<file path="src/rtl/imem_loader.sv">
// Boot loader: parses a length-prefixed, XOR-checksummed byte frame into 32-bit words written to instruction memory.
// Latency: each word's write strobe is registered one cycle after its 4th byte; done/err one cycle after the last frame byte.
// Backpressure: byte_ready is high while loading and low in DONE/ERROR until a reload re-arms the loader.
module imem_loader #(
    parameter int MEM_DEPTH = 1024
) (
    input  logic        clk,
    input  logic        reset,
    input  logic        byte_valid,
    input  logic [7:0]  byte_data,
    output logic        byte_ready,
    input  logic        reload,
    output logic        mem_we,
    output logic [31:0] mem_addr,
    output logic [31:0] mem_wdata,
    output logic        cpu_reset,
    output logic        load_done,
    output logic        load_err,
    output logic [15:0] words_loaded
);

    typedef enum logic [2:0] {
        LEN0  = 3'd0,
        LEN1  = 3'd1,
        DATA  = 3'd2,
        CSUM  = 3'd3,
        DONE  = 3'd4,
        ERROR = 3'd5
    } state_t;

    // Widened so a 16-bit length can be compared against the capacity without truncation.
    localparam logic [16:0] DEPTH_LIM = 17'(MEM_DEPTH);

    state_t      state;
    logic [7:0]  len_lo;
    logic [15:0] word_cnt;
    logic [15:0] word_idx;
    logic [1:0]  lane;
    logic [23:0] partial;
    logic [7:0]  xor_acc;

    logic        accept;
    logic [15:0] len_full;
    logic [15:0] idx_next;

    assign accept       = byte_valid && byte_ready;
    assign len_full     = {byte_data, len_lo};
    assign idx_next     = word_idx + 16'd1;
    // The word index doubles as the count of words written so far in this load.
    assign words_loaded = word_idx;

    // Ready is decoded straight from state so a source sees it stop the moment the frame ends.
    always_comb begin
        byte_ready = (state == LEN0) || (state == LEN1) || (state == DATA) || (state == CSUM);
    end

    // Frame parser, word assembler and status registers.
    always_ff @(posedge clk or negedge reset) begin
        if (!reset) begin
            state     <= LEN0;
            len_lo    <= '0;
            word_cnt  <= '0;
            word_idx  <= '0;
            lane      <= '0;
            partial   <= '0;
            xor_acc   <= '0;
            mem_we    <= 1'b0;
            mem_addr  <= '0;
            mem_wdata <= '0;
            cpu_reset <= 1'b1;
            load_done <= 1'b0;
            load_err  <= 1'b0;
        end else begin
            mem_we <= 1'b0;
            case (state)
                LEN0: begin
                    if (accept) begin
                        len_lo  <= byte_data;
                        xor_acc <= xor_acc ^ byte_data;
                        state   <= LEN1;
                    end
                end
                LEN1: begin
                    if (accept) begin
                        word_cnt <= len_full;
                        xor_acc  <= xor_acc ^ byte_data;
                        if ({1'b0, len_full} > DEPTH_LIM) begin
                            state    <= ERROR;
                            load_err <= 1'b1;
                        end else if (len_full == 16'd0) begin
                            state <= CSUM;
                        end else begin
                            state <= DATA;
                        end
                    end
                end
                DATA: begin
                    if (accept) begin
                        xor_acc <= xor_acc ^ byte_data;
                        lane    <= lane + 2'd1;
                        case (lane)
                            2'd0: partial[7:0]   <= byte_data;
                            2'd1: partial[15:8]  <= byte_data;
                            2'd2: partial[23:16] <= byte_data;
                            default: begin
                                mem_we    <= 1'b1;
                                mem_addr  <= {14'b0, word_idx, 2'b00};
                                mem_wdata <= {byte_data, partial};
                                word_idx  <= idx_next;
                                if (idx_next == word_cnt) begin
                                    state <= CSUM;
                                end
                            end
                        endcase
                    end
                end
                CSUM: begin
                    if (accept) begin
                        if (byte_data == xor_acc) begin
                            state     <= DONE;
                            load_done <= 1'b1;
                            cpu_reset <= 1'b0;
                        end else begin
                            state    <= ERROR;
                            load_err <= 1'b1;
                        end
                    end
                end
                DONE, ERROR: begin
                    // Re-arm for a fresh image; memory contents are left as they are.
                    if (reload) begin
                        state     <= LEN0;
                        word_idx  <= '0;
                        lane      <= '0;
                        xor_acc   <= '0;
                        load_done <= 1'b0;
                        load_err  <= 1'b0;
                        cpu_reset <= 1'b1;
                    end
                end
                default: state <= LEN0;
            endcase
        end
    end

endmodule

</file>
<file path="config.mk">
export PLATFORM = sky130hd
export DESIGN_NAME = imem_loader
export DESIGN_NICKNAME = d
export VERILOG_FILES = /design/src/rtl/imem_loader.sv
export SDC_FILE = /design/constraint.sdc
export NUM_CORES = 1
export LEC_CHECK = 0
export BUFFER_PORTS_ARGS = -buffer_cell sky130_fd_sc_hd__buf_2
export CORE_MARGIN = 2
export CORE_UTILIZATION = 30
export DETAILED_ROUTE_END_ITERATION = 7
export HOLD_SLACK_MARGIN = 0.03
export PLACE_DENSITY = 0.48
export SETUP_SLACK_MARGIN = 0.4
export SLEW_MARGIN = 0
export SYNTH_ARGS = -nofsm -noshare
export SYNTH_HDL_FRONTEND = slang
export SYNTH_SLANG_ARGS = --single-unit
export TNS_END_PERCENT = 30
</file>
<file path="constraint.sdc">
create_clock -name clk -period 4.5 [get_ports clk]
set_input_delay 0.9 -clock clk [delete_from_list [all_inputs] [get_ports clk]]
set_output_delay 0.9 -clock clk [all_outputs]
set_load 0.005 [all_outputs]
</file>
== Word level (Yosys, flattened, before mapping) ==
Index checks and enable logic that the tools add are counted.

* Output and inout bits: 85
* Register bits: 129
* Input bits: 12

* Muxes and demuxes: 37
* Equal/unequal tests: 20
* $add $sub $neg: 2
* Reduce and logical (&&, ||, !) cells: 26
* Order comparisons: 1
* Bitwise logic cells: 2

{| class="wikitable"
|+ Operators by type and width
! operator !! count
|-
| $mux W16 || 3
|-
| $pmux W16 S2 || 1
|-
| $mux W3 || 8
|-
| $reduce_and A3 Y1 || 6
|-
| $add A16 B1 Y16 const B || 1
|-
| $eq A16 B16 Y1 || 1
|-
| $gt A16 B11 Y1 const B || 1
|-
| $logic_not A16 Y1 || 1
|-
| $mux W8 || 2
|-
| $pmux W8 S2 || 1
|-
| $mux W1 || 15
|-
| $pmux W3 S5 || 1
|-
| $ne A2 B2 Y1 const B || 7
|-
| $eq A8 B8 Y1 || 1
|-
| $ne A2 B1 Y1 const B || 4
|-
| $reduce_and A4 Y1 || 2
|-
| $xor A8 B8 Y8 || 1
|-
| $reduce_and A7 Y1 || 1
|-
| $eq A3 B2 Y1 const B || 2
|-
| $eq A3 B3 Y1 const B || 2
|-
| $reduce_and A6 Y1 || 1
|-
| $reduce_bool A2 Y1 || 3
|-
| $reduce_or A3 Y1 || 2
|-
| $mux W2 || 2
|-
| other kinds (15) || 19
|}

== Logic depth before layout (Yosys ltp) ==
* Word-level depth: 7
* Mapped depth: 9
* Depth with buffers taken out: 7

== Worst setup path after synthesis ==
OpenSTA, ideal clock, no wires.

* Path kind: reg-to-reg
* Start: register word_idx[0], in the netlist words_loaded[0]
* End: register state[0]
* Data required time: 4424 ps
* Arrival: 2227 ps
* Buffers on the path: 1
* Stages on the path, launching flop included: 9
* Path slack: 2197 ps
* Period minus slack after synthesis: 2303 ps
* Cell sequence: dfrtp_1 ha_1 buf_2 nand3_1 nor3_1 xnor2_1 o2111ai_1 or4_1 o21ai_1

* Word-level cells in the longest chain between the ends: 4

{| class="wikitable"
|+ RTL lines
! item !! RTL line !! RTL
|-
| from (decl) || 37 || <nowiki>logic [15:0] word_idx;</nowiki>
|-
| from (signal assigned) || 109 || <nowiki>word_idx <= idx_next;</nowiki>
|-
| $add A16 B1 Y16 || 48 || <nowiki>assign idx_next = word_idx + 16'd1;</nowiki>
|-
| $eq A16 B16 Y1 || 110 || <nowiki>if (idx_next == word_cnt) begin</nowiki>
|-
| $ne A2 B1 Y1 (no line) || - ||
|-
| $reduce_and A7 Y1 (no line) || - ||
|-
| to (signal assigned) || 60 || <nowiki>state <= LEN0;</nowiki>
|-
| to (signal assigned) || 111 || <nowiki>state <= CSUM;</nowiki>
|-
| to (signal assigned) || 120 || <nowiki>state <= DONE;</nowiki>
|-
| to (decl) || 34 || <nowiki>state_t state;</nowiki>
|}

Every way passes these cells.
A chain may end at the register's enable or synchronous reset.

== Worst setup path in the final report ==
Ends and elaborated chain as after synthesis.

==> flow_summary_export.csv <==
group,metric,value,unit
yosys,avgSynthCellArea,9.82,um2
grt,antenna_found_initial,0,
sta,slew_headroom,18.4,%
power,power_density,473,nW/um2
route,wl_per_cell,15.8,um
grt,grtUsageTotal,14.9,%
hold_path,holdPathStages,2,
yosys,synthArstFlopShare,100,%
worst_setup_path,crit_fanout,9,
placed_design,gp_congestion,0.794,
worst_setup_path,critPathMaxStageDelay,0.59,ns
worst_setup_path,required,4.84,ns
cells_and_area,fin_cells,973,
yosys,synth_cell_types,60,
power,power_frac_clock,39.3,%
sta,finClkSkew,0.0120,ns
worst_setup_path,arrival,3.28,ns
job,max-cap-violations,0,
floorplan,initial_utilization,30.5,%
route,drt_wl_total,15.3,mm
sta,post-route-period-util,65.4,%
clocking,cts_buffers,17,
yosys,synth.area.top_cells,"dfrtp_1 (52%), nand2_1 (10%), mux2_2 (8.2%)",
worst_setup_path,timing.rr.start,"words_loaded[0]$_DFFE_PN0P_",
worst_setup_path,critPathLaunch,"words_loaded[0]$_DFFE_PN0P_",
yosys,yosys_warnings,0,
sta,tightest_slew,1.22,ns
hold_path,hold_start,"mem_addr[4]$_DFFE_PN0P_",
clocking,h-tree-depth,4,
sta,slew_violations,0,
placed_design,portBuffers,80,
worst_setup_path,worstSetupPathDepth,7,
yosys,synth_top_area_share,51.9,%
sta,setup_viol,0,
sta,period_needed,2.94,ns
floorplan,die_width,147,um
sta,max_freq,340,MHz
sta,hold_viol_final,0,
cells_and_area,n_fill_cell,2029,
route,ant_nets,0,
yosys,ys_seq_area_share,52.4,%
cells_and_area,nNetsFinal,708,
yosys,synth_edf_count,0,
cells_and_area,area_growth,18.1,%
worst_setup_path,r2r-end,"state[0]$_DFFE_PN0P_",
clocking,worstSkewPairLatency,0.41,ns
power,peakVddDrop,0.276,mV
worst_setup_path,reg2reg_slack,1.56,ns
clocking,root_buffer,"clkbuf_16",
clocking,cts.sinks,129,
sta,rsz0062_at_grt,"no",
clocking,cts_tree,"built",
clocking,cts-resized-gates,0,
grt,grt_pass1_wl,25.2,mm
route,viasPerCell,4.80,
sta,final.setup.tns,0,ns
hold_path,hold_class,"reg2reg",
worst_setup_path,crit_family,"simple AND/OR/NAND/NOR gates",
worst_setup_path,slowest_stage,"dfrtp_1",
yosys,syn_inst,628,
power,p_comb_share,17.4,%
floorplan,die_h,147,um
cells_and_area,mostFrequentLayoutCell,"nand2_1",
route,drt_pass1_iterations,4,
cells_and_area,antenna_cells,0,
power,p_int,2.46,mW
worst_setup_path,critPathCaptureType,"flop",
clocking,cts_setup_buffers,0,
route,drc,0,
route,vias,4668,
sta,hold_slack,0.467,ns
cells_and_area,drive_above_1_share,24.3,%
floorplan,io_pins,97,
worst_setup_path,reg2regPathDepth,7,
worst_setup_path,crit_path_start_kind,"flop",
power,p_switching,0.993,mW
worst_setup_path,crit_chain,"ha_1 -> nand3_1 -> nor3_1 -> xnor2_1 -> o2111ai_1 -> or4_1 -> o21ai_1",
grt,grt_max_degree,82,
yosys,synth_ff_type,"dfrtp_1",
power,p_seq_share,43.3,%
placed_design,dp_cells,942,
floorplan,coreArea,20200,um2
placed_design,dp_hpwl,10.2,mm
grt,overflow,0,
cells_and_area,final_cell_mix,"nand2_1 (172), dfrtp_1 (128), buf_2 (79)",
floorplan,rows,52,
worst_setup_path,critPathBufInv,0,
placed_design,placed_area,6710,um2
clocking,path_clk_slew,0.06,ns
route,drt_iter0_drc,324,
hold_path,min_to,"mem_addr[4]$_DFFE_PN0P_",
worst_setup_path,timing_worst_setup_path_type,"reg2reg",
yosys,ys_seq_elements,129,
status,status,"completed",
power,p_leak,3.68,nW
floorplan,die_area,21700,um2
cells_and_area,stdcell_area,7290,um2
grt,grt_pass1_vias,4610,
yosys,syn_area,6170,um2
power,swShare,28.8,%
power,power.total,3.45,mW
clocking,ctsHoldBuffers,0,
clocking,cts.path.max_buffers,2,
yosys,synth_top_area_cell,"dfrtp_1",
[how the worst max path moves through the flow]
stage	endpoint	slack, ns
after floorplan	state[0]$_DFFE_PN0P_	2.20
after global placement	state[0]$_DFFE_PN0P_	1.67
after detailed placement	xor_acc[5]$_DFFE_PN0P_	1.53
after CTS	state[0]$_DFFE_PN0P_	1.58
after global routing	state[0]$_DFFE_PN0P_	1.40
final	state[0]$_DFFE_PN0P_	1.56
[cell usage after synthesis, drive strengths merged (2+ instances only)]
library cell,n
nand2,172
dfrtp,128
o21ai,47
mux2,45
buf,35
clkbuf,21
nor2,19
xnor2,16
a21oi,15
nand3,14
inv,10
nand4,9
nor4,8
o31ai,8
nor3,6
xor2,6
ha,5
nand2b,5
a211oi,4
nor2b,4
and2,3
and4,3
mux2i,3
o21a,3
or3,3
a211o,2
a31oi,2
and3,2
nor3b,2
o2111ai,2
o211a,2
o211ai,2
o22ai,2
o32ai,2
o41ai,2
[worst register-to-register path, stage by stage, from the launching register on]
cell and delay (ns):
dfrtp_1 0.59, ha_1 0.44, nand3_1 0.24, nor3_1 0.56, xnor2_1 0.21, o2111ai_1 0.12
or4_1 0.56, o21ai_1 0.15
[registers in the layout, indices dropped and copies added (netlist names)]
register,count
cpu_reset,1
lane,2
len_lo,8
load_done,1
load_err,1
mem_addr,16
mem_wdata,32
mem_we,1
partial,24
state,3
word_cnt,16
words_loaded,16
xor_acc,8
[stage by stage]
stage	util [%]	setup WS (ns)
6_report	36.0	1.56
5_1_grt	36.0	1.40
4_1_cts	36.0	1.58
3_5_place_dp	33.2	1.53
3_3_place_gp	33.2	1.67
2_1_floorplan	-	2.20
[logic make-up (layout without fill, tap and decap cells)]
logic type | Yosys count | count (layout) | synth area share, %
flip-flops | 129 | 129 | 52.4
AND/OR/NAND/NOR | 254 | 254 | 18.8
multiplexers | 48 | 48 | 8.70
buffers and inverters | 66 | 126 | 5.34
adder cells (fa/ha/maj) | 5 | 5 | 1.01
other | 1 | 16 | 0.0608
XOR/XNOR | 23 | 23 | 3.49
AO/OA/AOI/OAI | 102 | 102 | 10.2
[layout make-up]
class                           count  area, um2  share of cell area, %
Sequential cell                   129       3230                   44.3
Multi-Input combinational cell    448       2670                   36.6
Clock buffer                       19        443                   6.08
Timing Repair Buffer               85        440                   6.04
Tap cell                          270        338                   4.64
Clock inverter                     12        133                   1.82
Inverter                           10       37.5                  0.515
[power by group through the flow]
stage          combinational (mW)  sequential (mW)  clock (mW)
3_5_place_dp                0.603             1.51           0
4_1_cts                     0.607             1.49        1.39
2_1_floorplan               0.497             1.44           0
6_report                    0.599             1.49        1.36
3_3_place_gp                0.587             1.50           0
5_1_grt                     0.672             1.52        1.45
[layer usage]
metal	vias up	share of wire (%)	GRT usage, %
li1	2242	-	-
met1	2292	47	20.2
met2	122	47	23.5
met3	12	5.1	3.70
met4	0	0.99	4.62
met5	-	0	0
(Power assumes the default switching activity.)
